<file path="config.mk">
export PLATFORM = sky130hd
export DESIGN_NAME = shift_register_universal
export DESIGN_NICKNAME = d
export VERILOG_FILES = /design/src/rtl/shift_register_universal.sv
export SDC_FILE = /design/constraint.sdc
export NUM_CORES = 1
export LEC_CHECK = 0
export CORE_AREA = 2 2 60 62
export CTS_CLUSTER_DIAMETER = 200
export DETAILED_ROUTE_END_ITERATION = 10
export DIE_AREA = 0 0 62 64
export PLACE_DENSITY = 0.67
export SYNTH_ARGS = -nofsm -noshare
export SYNTH_HDL_FRONTEND = slang
export SYNTH_SLANG_ARGS = --single-unit
</file>
<file path="constraint.sdc">
create_clock -name clk -period 1.4 [get_ports clk]
set_input_delay 0.14 -clock clk [delete_from_list [all_inputs] [get_ports clk]]
set_output_delay 0.14 -clock clk [all_outputs]
set_load 0.1 [all_outputs]
</file>
<file path="src/rtl/shift_register_universal.sv">
// Universal WIDTH-bit shift register with single-step ops and a counted burst-shift engine.
// Define SHIFT_REG_ROTATE_EN to build ROL/ROR; otherwise those opcodes hold.
module shift_register_universal #(
  parameter int unsigned WIDTH = 8,
  localparam int unsigned CW = $clog2(WIDTH + 1)
) (
  input  logic             clk,
  input  logic             reset,
  input  logic             i_en,
  input  logic [2:0]       i_op,
  input  logic [WIDTH-1:0] i_par_in,
  input  logic             i_ser_in_l,
  input  logic             i_ser_in_r,
  input  logic             i_burst_start,
  input  logic [CW-1:0]    i_burst_len,
  input  logic             i_burst_dir,
  output logic [WIDTH-1:0] o_par_out,
  output logic             o_ser_out_l,
  output logic             o_ser_out_r,
  output logic             o_busy,
  output logic             o_done
);

  localparam logic [CW-1:0] MaxLen = CW'(WIDTH);

  typedef enum logic [0:0] {StIdle, StRun} state_e;

  state_e           r_state;
  logic [WIDTH-1:0] r_q;
  logic [CW-1:0]    r_cnt;
  logic             r_dir;
  logic             r_busy;
  logic             r_done;

  logic [WIDTH-1:0] w_shl;
  logic [WIDTH-1:0] w_shr;
  logic [WIDTH-1:0] w_op_next;
  logic [CW-1:0]    w_sat_len;

  assign w_shl     = {r_q[WIDTH-2:0], i_ser_in_l};
  assign w_shr     = {i_ser_in_r, r_q[WIDTH-1:1]};
  assign w_sat_len = (i_burst_len > MaxLen) ? MaxLen : i_burst_len;

  always_comb begin
    w_op_next = r_q;
    case (i_op)
      3'b001:  w_op_next = i_par_in;
      3'b010:  w_op_next = w_shl;
      3'b011:  w_op_next = w_shr;
      3'b100:  w_op_next = {r_q[WIDTH-1], r_q[WIDTH-1:1]};
`ifdef SHIFT_REG_ROTATE_EN
      3'b101:  w_op_next = {r_q[WIDTH-2:0], r_q[WIDTH-1]};
      3'b110:  w_op_next = {r_q[0], r_q[WIDTH-1:1]};
`endif
      3'b111:  w_op_next = '0;
      default: w_op_next = r_q;
    endcase
  end

  always_ff @(posedge clk or posedge reset) begin
    if (reset) begin
      r_state <= StIdle;
      r_q     <= '0;
      r_cnt   <= '0;
      r_dir   <= 1'b0;
      r_busy  <= 1'b0;
      r_done  <= 1'b0;
    end else begin
      r_done <= 1'b0;
      case (r_state)
        StIdle: begin
          // A burst request wins over any op presented in the same cycle.
          if (i_burst_start) begin
            if (i_burst_len == '0) begin
              r_done <= 1'b1;
            end else begin
              r_dir   <= i_burst_dir;
              r_cnt   <= w_sat_len;
              r_busy  <= 1'b1;
              r_state <= StRun;
            end
          end else if (i_en) begin
            r_q <= w_op_next;
          end
        end
        StRun: begin
          r_q   <= r_dir ? w_shr : w_shl;
          r_cnt <= r_cnt - CW'(1);
          if (r_cnt == CW'(1)) begin
            r_state <= StIdle;
            r_busy  <= 1'b0;
            r_done  <= 1'b1;
          end
        end
        default: r_state <= StIdle;
      endcase
    end
  end

  assign o_par_out   = r_q;
  assign o_ser_out_l = r_q[WIDTH-1];
  assign o_ser_out_r = r_q[0];
  assign o_busy      = r_busy;
  assign o_done      = r_done;

endmodule

</file>
# [Word level (Yosys, flattened, before mapping)]
# Index checks and enable logic that the tools add are counted.
[totals] regBits=16 latchBits=0 mem_bits_rw=0 mem_bits_ro=0 in_bits=22 wordCells=52 memories=0
[op_classes] n_addsub=1 n_mul=0 div_mod_pow=0 magnitude_cmp=1 n_eq_ne=14 shifts=0 muxes=21 bitwise=2 reduce_logical=6
[ops] cell="$pmux 8 s5" count=1
[ops] cell="$mux 8" count=3
[ops] cell="$pmux 8 s2" count=1
[ops] cell="$mux 4" count=3
[ops] cell="$ne 2x2->1 const B" count=5
[ops] cell="$mux 1" count=9
[ops] cell="$reduce_and 3->1" count=3
[ops] cell="$pmux 4 s2" count=1
[ops] cell="$eq 3x2->1 const B" count=2
[ops] cell="$eq 3x3->1 const B" count=2
[ops] cell="$ne 6x1->1 const B" count=1
[ops] cell="$pmux 1 s2" count=3
[ops] cell="$ne 5x1->1 const B" count=1
[ops] cell="$eq 4x1->1 const B" count=1
[ops] cell="$gt 4x4->1 const B" count=1
[ops] cell="$logic_not 4->1" count=1
[ops] cell="$reduce_and 4->1" count=1
[ops] cell="$sub 4x1->4 const B" count=1
[ops] cell="$eq 3x1->1 const B" count=1
[ops] cell="$ne 2x1->1 const B" count=1
[ops] cell="$not 1->1" count=2
[ops] cell="$reduce_and 2->1" count=1

# [Logic depth before layout (Yosys ltp)]
# Gate-level depths: netlist (run 1).
[logic_depth] word_depth=5 depth_mapped=6 depth_no_buf=4

# [Worst setup path after synthesis (run 1)]
# No wires, ideal clock.
[synth_timing] path_kind="reg-to-reg" from="register r_q[1], in the netlist o_par_out[1]" to="register r_q[2], in the netlist o_par_out[2]" setup_time_ns=0.078 arrival_ns=1.563 required_ns=1.322 path_slack_ns=-0.241 stages_incl_launch_ff=5 path_buffers=0 period_less_slack_ns=1.641 path_cell_list="dfrtp_1 -> mux2i_1 -> a211oi_1 -> a211oi_1 -> o2bb2ai_1"
[synth_via] elab_chain_cells=4 elab_cells_between_ends=5 classes_between="mux: 5"
[synth_rtl] item="start: declaration" line_no="29" text="logic [WIDTH-1:0] r_q;"
[synth_rtl] item="start signal: assignment" line_no="83" text="r_q <= w_op_next;"
[synth_rtl] item="start signal: assignment" line_no="87" text="r_q <= r_dir ? w_shr : w_shl;"
[synth_rtl] item="$pmux 8 s5" line_no="46" text="case (i_op)"
[synth_rtl] item="$mux 8" line_no="82" text="end else if (i_en) begin"
[synth_rtl] item="$mux 8" line_no="73" text="if (i_burst_start) begin"
[synth_rtl] item="$pmux 8 s2 (*)" line_no="70" text="case (r_state)"
# Every way passes the cells marked *; elsewhere a longest branch is shown, timed or not. The select of a mux whose other input is x is not followed.
# A chain may end at the register's enable or synchronous reset.

# [Final worst setup path (run 1)]
[layout_timing] from="input port i_burst_len[2]" to="register r_dir"
[layout_via] elab_chain_cells=3
[layout_rtl] item="start: declaration" line_no="15" text="input logic [CW-1:0] i_burst_len,"
[layout_rtl] item="$logic_not 4->1" line_no="74" text="if (i_burst_len == '0) begin"
[layout_rtl] item="$not 1->1 (no line)"
[layout_rtl] item="$reduce_and 3->1 (no line)"
[layout_rtl] item="end signal: assignment" line_no="77" text="r_dir <= i_burst_dir;"
[layout_rtl] item="end: declaration" line_no="31" text="logic r_dir;"
# No other way between the ends.

==> results_dict.tcl, run 1 <==
set metrics [dict create \
    grt_max_degree 17 \
    worstReg2RegStart "r_state" \
    syn_nets 162 \
    layout_common_cells "buf_4 (21), clkdlybuf4s50_1 (18), mux2i_1 (13)" \
    status "finished clean" \
    root_buffer "clkbuf_4" \
    rsz0062_at_grt "false" \
    synthSimpleGateAreaFrac_pct 14.7 \
    netlist_instances 138 \
    synth_top_family_by_area "compound AO/OA/AOI/OAI gates" \
    grt_pass1_vias 1304 \
    whs_ps 153 \
    worstPathArrival_ps 1560 \
    ys_seq_elements 16 \
    clkSinkCount 16 \
    synth.distinct_cells 42 \
    place_area_um2 1910 \
    startpoint_type "input pin" \
    setup_viol 0 \
    cts_tree "built" \
    drt-initial-drc-count 82 \
    cp.required_ps 1570 \
    powerDensity_nw_per_um2 2480 \
    worst_pin_slew_ps 382 \
    antenna_found_initial 0 \
    clkSlewWorstSetupHoldPaths_ps 90 \
    syn-cell-area_um2 1300 \
    synth_xor_area_share_pct 2.02 \
    dr.pass1.iters 4 \
    clk_path_buf_depth 2 \
    finalCriticalPeriod_ps 1390 \
    rows 21 \
    synth_top_area_cell "dfrtp_1" \
    wl_per_cell_um 14.4 \
    synth_flop_cell "dfrtp_1" \
    fin_area_um2 1960 \
    ys_warn_count 0 \
    syn_area_per_cell_um2 9.41 \
    layout_commonest_cell "buf_4" \
    drc 0 \
    peakVddDrop_uv 1280 \
    fin_tns_setup_ps 0 \
    grt_pass1_wl_mm 5.68 \
    viasPerCell 5.46 \
    drv_slew 0 \
    synth_top_area_share_pct 30.8 \
    reg2regPathDepth 4 \
    die_h_um 64 \
    fmax_mhz 720 \
    synth-async-reset-ratio_pct 100 \
    fin_ws_ps 11.9 \
    gp_congestion 0.829 \
    muxShareOfSynthArea_pct 13.8 \
    clk_latency_ps 280 \
    num_vias 1262 \
    crit_start "i_burst_len[2]" \
    synth_seq_area_share_pct 30.8 \
    rr_endpoint "o_par_out[1]" \
    fin_skew_ps 2.59 \
    coreArea_um2 3280 \
    num_antenna_cells 0 \
    slew_headroom_pct 74.2 \
    synth_edf_count 0 \
    portBuffers 33 \
    cts_hold_buf 0 \
    overflow 0 \
    end_kind "flip-flop" \
    start_util_pct 39.5 \
    drive_gt1_share_pct 29.7 \
    synth.area.top_cells "dfrtp_1 (31%), mux2i_1 (10%), a211oi_1 (6.9%)" \
    nNetsFinal 210 \
    crit_type "input pin to flip-flop" \
    cp_max_fo 4 \
    p_leak_uw 0.000860 \
    h-tree-depth 1 \
    finalHoldViolCount 0 \
    drt-total-wl_mm 3.33 \
    grtUsageTotal_pct 18.5 \
    area_growth_pct 50.9 \
    cp-endpoint "r_dir" \
    postCtsSetupBuffers 0 \
    fp.dieW_um 62 \
    ios 34 \
    hold_path.class "input pin to async pin" \
    dieArea_um2 3970 \
    cap_viol_max_count 0 \
    synth-adder-area-share_pct 1.93 \
    rrSetupSlack_ps 60 \
    hpwl_mm 2.63 \
    synth-compound-area-share_pct 30.3 \
    drtAntennaViolNets 0 \
    place_worst_setup_slack_ps -387 \
    cts_made_buffers 3 \
    post-route-period-util_pct 99.2 \
]
## routing by layer
layer,part of all wire (%),vias to the layer above,track usage (%)
met2,51,35,30.9
met3,4.5,4,2.63
met4,0.60,0,5.32
met1,43,608,24.1
li1,-,615,-
met5,0,-,0
## power by group
part / switching (uW) / total [uW] / internal [uW]
Sequential: 430 / 1160 / 735
Combinational: 1990 / 3390 / 1400
Clock: 143 / 301 / 158
## critical path, cell delays in order
cell             delay [ps]
clkdlybuf4s50_1         420
or4_4                   550
nor2b_4                 160
mux2_4                  290
## registers in the layout, summed over array words and instances, names as in the netlist
register,flops
r_state,1
o_par_out,8
o_busy,1
r_dir,1
r_cnt,4
o_done,1
## repair_timing
| action | in CTS | in global routing |
|---|---|---|
| endpoints found under the setup margin | 6 | 8 |
| resized for setup | 3 | 4 |
| endpoints found under the hold margin | 0 | 0 |
| pin swaps | 0 | 2 |
## cell families (layout without fill, tap and decap cells)
| kind of cell | count (synthesis) | after routing |
|---|---|---|
| compound gates | 55 | 55 |
| xor+xnor | 3 | 3 |
| fa+ha+maj | 2 | 2 |
| buf+inv | 15 | 62 |
| flops | 16 | 16 |
| mux | 17 | 17 |
| simple gates | 30 | 30 |
## through the flow
step	util [%]	std cells	total power [uW]
2_1_floorplan	-	138	3310
3_3_place_gp	58.0	227	4480
3_5_place_dp	58.0	227	4560
4_1_cts	59.2	231	4870
5_1_grt	59.7	231	5130
6_report	59.7	231	4860
## final cells by class
class | instances | area [um^2]
sequential | 16 | 410
multi-input combinational | 107 | 832
timing repair buffer | 54 | 608
fill | 294 | 1330
clock buffer | 4 | 36.3
tap | 46 | 57.6
inverter | 4 | 15.0
## cells in the mapped netlist, types with 3 or more instances
master,number
a211oi_1,12
a21o_1,5
a21oi_1,10
and3b_1,3
buf_2,4
buf_4,6
dfrtp_1,16
inv_1,3
mux2_1,3
mux2i_1,13
nand2_1,8
nand2b_1,4
nor2b_1,3
o21ai_0,5
o21ai_1,4
o2bb2ai_1,5
## how the worst min path moves through the flow
stage	slack [ps]	cells past startpoint	endpoint	from
6_report	150	3	r_cnt[2]	reset
5_1_grt	180	3	r_cnt[1]	reset
4_1_cts	160	3	r_cnt[1]	reset
3_5_place_dp	480	3	r_cnt[1]	reset
3_3_place_gp	470	3	r_cnt[0]	reset
2_1_floorplan	50	1	o_busy	reset
Power figures use the tool's default switching activity.
==> run 2: changes to the inputs <==
MAX_ROUTING_LAYER = met4   (was default)
PLACE_DENSITY = 0.69   (was 0.67)
clock period = 1.2 ns   (was 1.4 ns; I/O delays follow)
==> results_dict.tcl, run 2 (same netlist as run 1, synthesis figures left out) <==
set metrics [dict create \
    status "finished with violations" \
    cp_max_fo 6 \
    hpwl_mm 3.04 \
    largest_reg_flops 8 \
    ios 34 \
    rsz0062_at_grt "true" \
    cts_made_buffers 3 \
    dr.pass1.iters 4 \
    cap_viol_max_count 0 \
    instances_no_fill 255 \
    finalCriticalPeriod_ps 1280 \
    fin_skew_ps 4.06 \
    wl_per_cell_um 16.2 \
    root_buffer "clkbuf_4" \
    area_growth_pct 78.2 \
    num_antenna_cells 0 \
    gp_congestion 0.869 \
    grt_max_degree 17 \
    coreArea_um2 3280 \
    setup_viol 20 \
    startpoint_type "flip-flop" \
    fin_ws_ps -76.3 \
    crit_chain "buf_4, or3_1, o211ai_1" \
    p_leak_uw 0.00104 \
    clkSlewWorstSetupHoldPaths_ps 110 \
    grt_pass1_vias 1426 \
    die_h_um 64 \
    drtAntennaViolNets 0 \
    nNetsFinal 234 \
    layout_commonest_cell "buf_4" \
    violations "negative setup slack" \
    h-tree-depth 1 \
    start_util_pct 39.5 \
    crit_type "flip-flop to flip-flop" \
    max_stage_delay_ps 480 \
    slew_headroom_pct 81.0 \
    portBuffers 33 \
    peakVddDrop_uv 1570 \
    powerDensity_nw_per_um2 2910 \
    post-route-period-util_pct 106 \
    dp_cells 248 \
    final_util_pct 70.5 \
    drt-total-wl_mm 4.13 \
    viasPerCell 5.35 \
    cpMaxStageDelayCell "dfrtp_2" \
    multi_input_area_um2 961 \
    dieArea_um2 3970 \
    worst_pin_slew_ps 283 \
    clk_latency_ps 300 \
    rows 21 \
    drive_gt1_share_pct 47.8 \
    ff_latch_area_um2 432 \
    clkSinkCount 16 \
    fmax_mhz 784 \
    nFillCells 251 \
    hold_path.class "input pin to async pin" \
    grt_pass1_wl_mm 6.49 \
    cts_tree "built" \
    finalHoldViolCount 0 \
    end_kind "flip-flop" \
    drt-initial-drc-count 121 \
    drc 0 \
    grtUsageTotal_pct 22.5 \
    cts_hold_buf 0 \
    fp.dieW_um 62 \
    worstPathArrival_ps 1490 \
    clk_path_buf_depth 2 \
    drv_slew 0 \
    overflow 0 \
    num_vias 1365 \
    antenna_found_initial 0 \
    layout_common_cells "buf_4 (36), mux2i_1 (13), clkdlybuf4s50_1 (13)" \
    cp.required_ps 1410 \
]
run 2: layout make-up:
| type | count | area share [%] |
|---|---|---|
| Inverter | 4 | 0.649 |
| Clock buffer | 4 | 1.57 |
| Tap cell | 46 | 2.49 |
| Multi-Input combinational cell | 107 | 41.5 |
| Sequential cell | 16 | 18.6 |
| Timing Repair Buffer | 78 | 35.1 |
run 2: power breakdown:
group / internal (uW) / total (uW) / switching [uW]
sequential: 923 / 1270 / 351
clock: 185 / 378 / 193
combinational: 2250 / 5070 / 2820
run 2: per-layer routing:
| metal | share of wire [%] | wire length (um) | up-vias | GRT usage [%] |
|---|---|---|---|---|
| met5 | 0 | 0 | - | - |
| met3 | 3.3 | 136 | 6 | 2.02 |
| met4 | 1.2 | 49 | 0 | 8.51 |
| li1 | - | - | 664 | - |
| met2 | 54 | 2230 | 38 | 37.6 |
| met1 | 41 | 1710 | 657 | 27.4 |
run 2: path summary, 6_finish.rpt:
check                               start            to  slack, ps  depth (start not counted)
max reg2reg                       r_state  o_par_out[7]        -80                          3
min                                 reset      r_cnt[1]        120                          3
min reg2reg                        o_busy        o_busy        570                          1
max                               r_state  o_par_out[7]        -80                          3
max in group asynchronous           reset  o_par_out[6]        860                          3
min in group clk           i_burst_len[2]        o_done        250                          3
run 2: timing repair:
| action | in CTS | in global routing |
|---|---|---|
| gates resized for setup | 24 | 19 |
| setup buffers | 2 | 2 |
| setup endpoints to repair | 25 | 25 |
| pin swaps | 7 | 8 |
run 2: per-stage QoR:
step	hold slack, ps	setup WS [ps]	total power, uW	setup TNS (ps)	cell area, um^2
finish	124	-76.3	6730	-629	2310
global route	155	-121	7060	-1390	2310
CTS	143	-64.8	6420	-462	2210
detailed placement	465	-554	5870	-6720	2110
global placement	451	-506	5740	-6030	2110
floorplan	33.9	-161	4000	-437	1360
run 2: critical path, delay by kind of cell (launching register included):
family	cells	cell delay, ps
flops	1	480
simple gates	1	370
buf+inv	1	180
compound gates	1	160
==> run 3: changes to the inputs <==
CORE_AREA = 2 2 58 60   (was 2 2 60 62)
DIE_AREA = 0 0 60 62   (was 0 0 62 64)
PLACE_DENSITY = 0.74   (was 0.69)
==> results_dict.tcl, run 3 (same netlist as run 1, synthesis figures left out) <==
set metrics [dict create \
    nNetsFinal 238 \
    violations "negative setup slack" \
    drtAntennaViolNets 0 \
    viasPerCell 5.33 \
    num_antenna_cells 0 \
    fmax_mhz 778 \
    intPower_uw 3520 \
    cp_max_fo 6 \
    place_worst_setup_slack_ps -565 \
    dr.pass1.iters 4 \
    cap_viol_max_count 0 \
    nFillCells 217 \
    clkSlewWorstSetupHoldPaths_ps 100 \
    crit_chain "buf_6, buf_6, a21o_1, a211oi_2, o2bb2ai_1" \
    fp.dieW_um 60 \
    powerDensity_nw_per_um2 2930 \
    worstPathArrival_ps 1460 \
    p_switching_uw 3370 \
    clk_latency_ps 280 \
    post-route-period-util_pct 107 \
    cp.required_ps 1370 \
    clk_path_buf_depth 2 \
    dieArea_um2 3720 \
    pwr-share-comb_pct 76.6 \
    wl_per_cell_um 15.1 \
    rrSetupSlack_ps -90 \
    slew_headroom_pct 81.3 \
    crit_top_cell "buf_6" \
    cts_tree "built" \
    coreArea_um2 3180 \
    clockPowerShare_pct 4.4 \
    swShare_pct 48.9 \
    grt_max_degree 17 \
    startpoint_type "flip-flop" \
    layout_common_cells "buf_4 (37), clkdlybuf4s50_1 (14), buf_12 (13)" \
    num_vias 1380 \
    grtUsageTotal_pct 22.3 \
    status "finished with violations" \
    h-tree-depth 1 \
    clkSinkCount 16 \
    grt_pass1_vias 1369 \
    die_h_um 62 \
    drc 0 \
    end_kind "flip-flop" \
    start_util_pct 40.9 \
    p_leak_uw 0.00104 \
    worst_pin_slew_ps 276 \
    cts_made_buffers 3 \
    max_stage_delay_ps 480 \
    ios 34 \
    crit_type "flip-flop to flip-flop" \
    fin_ws_ps -85.6 \
    grt_pass1_wl_mm 6.13 \
    rsz0062_at_grt "true" \
    hpwl_mm 2.74 \
    drt-initial-drc-count 79 \
    layout_commonest_cell "buf_4" \
    area_growth_pct 80.9 \
    fin_skew_ps 2.15 \
    root_buffer "clkbuf_4" \
    hold_path.class "input pin to async pin" \
    largest_reg_flops 8 \
    overflow 0 \
    finalCriticalPeriod_ps 1290 \
    drv_slew 0 \
    portBuffers 33 \
    crit_start "r_state" \
    seqPwrFrac_pct 19.0 \
    peakVddDrop_uv 1410 \
    drt-total-wl_mm 3.92 \
    fin_tns_setup_ps -612 \
    gp_congestion 0.842 \
    finalHoldViolCount 0 \
    antenna_found_initial 0 \
    rows 21 \
    worstReg2RegStart "r_state" \
    cpMaxStageDelayCell "dfrtp_2" \
    cp_num_buf_inv 2 \
    drive_gt1_share_pct 49.8 \
    setup_viol 18 \
    whs_ps 133 \
    path_delay_family "flip-flops" \
]
[run 3: changes by cell type in the layout (fill, tap and decap cells not counted), moves of 2 or more]
cell	change
o21ai_1	+3
buf_6	+2
o21ai_0	-4
mux2_1	-2
mux2_4	+2
[run 3: power by group through the flow]
stage               clock (uW)  combinational (uW)  sequential [uW]
detailed placement           0                4560             1260
floorplan                    0                1610             2390
CTS                        302                4940             1320
global placement             0                4450             1240
finish                     302                5280             1310
global route               326                5540             1350
[run 3: cell type report]
class	instances	area [um^2]	area share, %
clock buffers	4	26.3	1.12
inverters	4	15.0	0.639
multi-input cells	107	958	40.8
flip-flops and latches	16	433	18.4
well taps	46	57.6	2.45
repair buffers	82	860	36.6
[run 3: stage by stage]
stage	total power, uW	utilization [%]	std cells	area, um^2
2_1_floorplan	4000	-	138	1360
3_3_place_gp	5700	66.1	247	2100
3_5_place_dp	5820	66.1	247	2100
4_1_cts	6560	71.2	256	2260
5_1_grt	7220	73.9	259	2350
6_report	6890	73.9	259	2350
[run 3: worst reg2reg max path, cell delays in order (launching register included)]
cell and delay [ps]:
dfrtp_2 480, buf_6 160, buf_6 120, a21o_1 170, a211oi_2 170, o2bb2ai_1 80
[run 3: what timing repair did]
| action | 4_1_cts | 5_1_grt |
|---|---|---|
| hold buffers | 0 | 0 |
| resized for setup | 39 | 14 |
| setup endpoints to repair | 24 | 21 |
| pin swaps | 9 | 8 |
| setup buffers | 6 | 3 |
[run 3: path summary, 6_finish.rpt]
| path | endpoint | cells past startpoint |
|---|---|---|
| setup / recovery | o_par_out[0] | 5 |
| hold / removal | r_cnt[3] | 3 |
| setup reg to reg | o_par_out[0] | 5 |
| hold reg to reg | o_busy | 1 |
| max in group asynchronous | o_par_out[3] | 3 |
| min in group clk | o_done | 3 |
[run 3: metal layers]
layer  GRT usage [%]  share of wire (%)  vias up
li1                -                  -      670
met1            27.3                 46      668
met2            38.2                 50       36
met3            3.52                3.6        6
met4            6.35               0.74        0
met5               -                  0        -
